<file path="src/rtl/lmsm_sequencer.sv">
// LM/SM micro-sequencer: expands one multi-register instruction into one transfer per cycle, lowest register first.
// Optional base-register writeback of the final address is enabled by defining LMSM_BASE_WB_EN.
module lmsm_sequencer #(
    parameter int AW     = 16,
    parameter int MASK_W = 8
) (
    input  logic              clk,
    input  logic              rst,
    input  logic              start_valid,
    output logic              start_ready,
    input  logic              is_lm,
    input  logic [MASK_W-1:0] imm_mask,
    input  logic [AW-1:0]     base_addr,
    input  logic [2:0]        base_reg,
    input  logic              hold,
    output logic              xfer_valid,
    output logic [2:0]        xfer_reg,
    output logic [AW-1:0]     xfer_addr,
    output logic              xfer_lm,
    output logic              rf_write_en,
    output logic              mem_write_en,
    output logic              pc_hold,
    output logic              busy,
    output logic              done
`ifdef LMSM_BASE_WB_EN
    ,
    output logic              wb_valid,
    output logic [2:0]        wb_reg,
    output logic [AW-1:0]     wb_data
`endif
);

    typedef enum logic {IDLE, RUN} state_t;

    // R7 is the PC and must never be a transfer target.
    localparam logic [MASK_W-1:0] R7_BIT = MASK_W'(1) << 7;

    state_t            state;
    logic [MASK_W-1:0] rem_mask;
    logic [AW-1:0]     cnt;
    logic [AW-1:0]     base;
    logic              op;
    logic [2:0]        breg;

    logic              accept;
    logic              step;
    logic              last;
    logic [2:0]        low_idx;
    logic [MASK_W-1:0] mask_next;

    assign accept    = start_valid & start_ready;
    assign step      = (state == RUN) & ~hold;
    assign mask_next = rem_mask & (rem_mask - MASK_W'(1));
    // True both for the final set bit and for an empty mask.
    assign last      = (mask_next == '0);

    always_comb begin
        low_idx = '0;
        for (int i = MASK_W - 1; i >= 0; i--) begin
            if (rem_mask[i]) low_idx = 3'(i);
        end
    end

    assign start_ready  = (state == IDLE);
    assign busy         = (state != IDLE);
    assign xfer_valid   = step & (rem_mask != '0);
    assign xfer_reg     = xfer_valid ? low_idx : 3'd0;
    assign xfer_addr    = xfer_valid ? (base + cnt) : '0;
    assign xfer_lm      = op;
    assign rf_write_en  = xfer_valid & op;
    assign mem_write_en = xfer_valid & ~op;
    assign done         = step & last;
    assign pc_hold      = accept | (busy & ~done);

`ifdef LMSM_BASE_WB_EN
    assign wb_valid = done & (breg != 3'd7);
    assign wb_reg   = wb_valid ? breg : 3'd0;
    assign wb_data  = wb_valid ? (base + cnt + AW'(rem_mask != '0)) : '0;
`else
    logic unused_breg;
    assign unused_breg = ^breg;
`endif

    always_ff @(posedge clk or posedge rst) begin
        if (rst) begin
            state    <= IDLE;
            rem_mask <= '0;
            cnt      <= '0;
            base     <= '0;
            op       <= 1'b0;
            breg     <= 3'd0;
        end else begin
            case (state)
                IDLE: begin
                    if (accept) begin
                        rem_mask <= imm_mask & ~R7_BIT;
                        base     <= base_addr;
                        op       <= is_lm;
                        breg     <= base_reg;
                        cnt      <= '0;
                        state    <= RUN;
                    end
                end
                RUN: begin
                    if (!hold) begin
                        if (rem_mask != '0) begin
                            rem_mask <= mask_next;
                            cnt      <= cnt + AW'(1);
                        end
                        if (last) state <= IDLE;
                    end
                end
                default: state <= IDLE;
            endcase
        end
    end

endmodule

</file>
<file path="config.mk">
export PLATFORM = sky130hd
export DESIGN_NAME = lmsm_sequencer
export DESIGN_NICKNAME = d
export VERILOG_FILES = /design/src/rtl/lmsm_sequencer.sv
export SDC_FILE = /design/constraint.sdc
export NUM_CORES = 1
export LEC_CHECK = 0
export CAP_MARGIN = 20
export CORE_UTILIZATION = 30
export CTS_CLUSTER_DIAMETER = 60
export DETAILED_ROUTE_END_ITERATION = 8
export PLACE_DENSITY = 0.61
export SKIP_CTS_REPAIR_TIMING = 1
export SLEW_MARGIN = 20
export SYNTH_ARGS = -nofsm -noshare
export SYNTH_HDL_FRONTEND = slang
export SYNTH_SLANG_ARGS = --single-unit
</file>
<file path="constraint.sdc">
create_clock -name clk -period 4.1 [get_ports clk]
set_input_delay 0.82 -clock clk [delete_from_list [all_inputs] [get_ports clk]]
set_output_delay 0.82 -clock clk [all_outputs]
set_load 0.05 [all_outputs]
</file>
==> impl_metrics.ini <==
[sta]
slew_headroom_pct = 44.5
setup-tns-final_ps = 0
drv_slew = 0
final_hold_viol_count = 0
rsz0062_at_grt = no
fin_crit_ps = 3620
fin_crit_sh_pct = 88.2
tightest_slew_ps = 832
max_clock_freq_mhz = 276
setup_violations = 0
skew_ps = 4.23
worst_slack_ps = 482

[cells_and_area]
layout-drive-gt1-share_pct = 11.1
fillers = 983
nNetsFinal = 436
syn2layout_area_growth_pct = 25.4
layout.cells.non_filler = 498
num_antenna_cells = 0
fin_util_pct = 38.7

[drt]
wl_per_cell_um = 14.3
ant_nets = 0
via_count = 2542
drt_iter0_markers = 165
via_per_inst = 5.10
wirelength_mm = 7.12
drt-pass1-iter-count = 4
route.detailed.drc = 0

[cts]
path_clk_slew_ps = 80
clk-insertion-delay-late_ps = 300
clock-sinks = 42
clockBufferDepth = 2
cts-root-buf = clkbuf_8
cts_tree = built
cts_made_buffers = 5
htree_levels = 2

[pwr]
p_sw_share_pct = 49.6
seqPwrFrac_pct = 28.1
powerDensity_nw_per_um2 = 699
p_int_w = 0.00125
max-vdd-ir-drop_mv = 0.278
power_switching_w = 0.00123
pwr-share-clk_pct = 14.0
pwr-share-comb_pct = 57.8
power_leakage_nw = 1.67

[global_route]
grt_max_degree = 35
grt_pass1_vias = 2440
grt_overflow = 0
grt_usage_pct = 15.1
antenna_found_initial = 0
grt_pass1_wl_mm = 11.9

[yosys]
synthTopCellsByArea = dfrtp_1 37%, nand2_1 9.1%, ha_1 7.1%, xor2_1 4.9%, nor2_1 4.5%
synth_seq_cells = 42
synth.top_cell.area_share_pct = 37.1
ys_seq_area_share_pct = 37.1
yosysUniqueCellTypes = 56
syn_inst = 336
avgSynthCellArea_sq_um = 8.44
synth_ff_type = dfrtp_1
syn_nets = 385
synth-edff-count = 0
yosysTopAreaCell = dfrtp_1
ys_warn_count = 0
synthArstFlopShare_pct = 100
syn-cell-area_sq_um = 2840

[floorplanning]
core_sq_um = 9200
num_rows = 35
die_y_um = 99.2
dieWidth_um = 99.2
dieArea_sq_um = 9850
ios = 59
start_util_pct = 30.8

[placed_design]
place_ws_ps = 587
dp_hpwl_mm = 5.14
dp.cells = 491
gp_congestion = 0.815
io_buffers = 54

[flow_run]
drv_cap = 0

[min_path]
hold_class = register to register

[critical_path]
worstSetupPathType = register to output port
crit_fanout = 5
worstPathArrival_ps = 2800
startpoint_type = register
end_kind = output port
crit_required_ps = 3280

[run_status]
outcome = complete, no violations
cells in the mapped netlist (2+ instances only):
cell,n
a21o_1,5
a21oi_1,18
a22o_1,5
and2_1,4
and3_1,5
buf_2,3
buf_6,2
clkbuf_1,8
dfrtp_1,42
ha_1,16
inv_1,9
mux2i_1,2
nand2_1,69
nand2b_1,4
nand3_1,6
nand4_1,8
nor2_1,34
nor3_1,8
o2111ai_1,4
o211ai_1,8
o21a_1,4
o21ai_0,17
o31ai_1,3
xnor2_1,5
xor2_1,16
metal layers:
| metal | GRT usage, % | vias to the layer above | routed length (um) |
|---|---|---|---|
| li1 | - | 1286 | - |
| met1 | 21.0 | 1183 | 3480 |
| met2 | 23.7 | 67 | 3200 |
| met3 | 3.09 | 6 | 354 |
| met4 | 4.30 | 0 | 90 |
| met5 | 0 | - | 0 |
cells in the final DEF, fill, tap and decap left out, drive strengths merged, types with 2 or more instances in the layout:
cell           count
a2111oi            2
a21o               5
a21oi             18
a22o               5
a31o               2
and2               4
and3               5
buf               24
clkbuf             6
clkdlybuf4s50     34
dfrtp             42
ha                16
inv                9
mux2i              2
nand2             69
nand2b             5
nand3              7
nand4              8
nor2              35
nor3               9
o2111ai            4
o211ai             8
o21a               4
o21ai             17
o31ai              3
or4                2
xnor2              5
xor2              16
worst max-delay path: stages, from the launching register on:
cell	delay [ps]
dfrtp_1	440
ha_1	240
inv_1	70
fa_1	390
nand2b_1	180
a21o_1	190
a31oi_1	340
o21ai_0	220
mux2i_1	200
buf_4	220
cell families after synthesis:
family	after synthesis	synth area share (%)
flops	42	37.1
compound gates	77	18.3
fa+ha+maj	18	8.12
simple gates	152	25.3
mux	2	0.706
buf+inv	24	4.06
xor+xnor	21	6.48
stage by stage:
step	hold slack [ps]	area, sq um	total power, W
after global routing	523	3560	0.00267
after CTS	494	3560	0.00250
after global placement	462	3440	0.00213
after detailed placement	472	3440	0.00215
final	486	3560	0.00249
after floorplan	450	2840	0.00175
final cells by class:
cell class                      count  area [sq um]  area share (%)
Clock buffer                        6          82.6            2.32
Clock inverter                      1          30.0           0.844
Timing Repair Buffer               58           533            15.0
Sequential cell                    42          1050            29.5
Multi-Input combinational cell    270          1680            47.2
Inverter                           10          42.5            1.20
Tap cell                          111           139            3.90
power groups by stage:
stage | clock, W | sequential, W | combinational (W)
4_1_cts | 0.000357 | 0.000700 | 0.00145
5_1_grt | 0.000376 | 0.000727 | 0.00157
2_1_floorplan | 0 | 0.000669 | 0.00108
6_report | 0.000349 | 0.000700 | 0.00144
3_5_place_dp | 0 | 0.000708 | 0.00144
3_3_place_gp | 0 | 0.000702 | 0.00142
final timing paths:
check                                 start       endpoint  slack (ps)  cells after the start
worst max register to register  rem_mask[0]        cnt[14]        1830                      7
min in group asynchronous               rst    rem_mask[1]         980                      2
max in group asynchronous               rst        base[9]        2310                      3
worst min-delay path                base[0]        base[0]         490                      2
worst min register to register      base[0]        base[0]         490                      2
worst max-delay path                 cnt[0]  xfer_addr[14]         480                      9
Power figures use the tool's default switching activity.
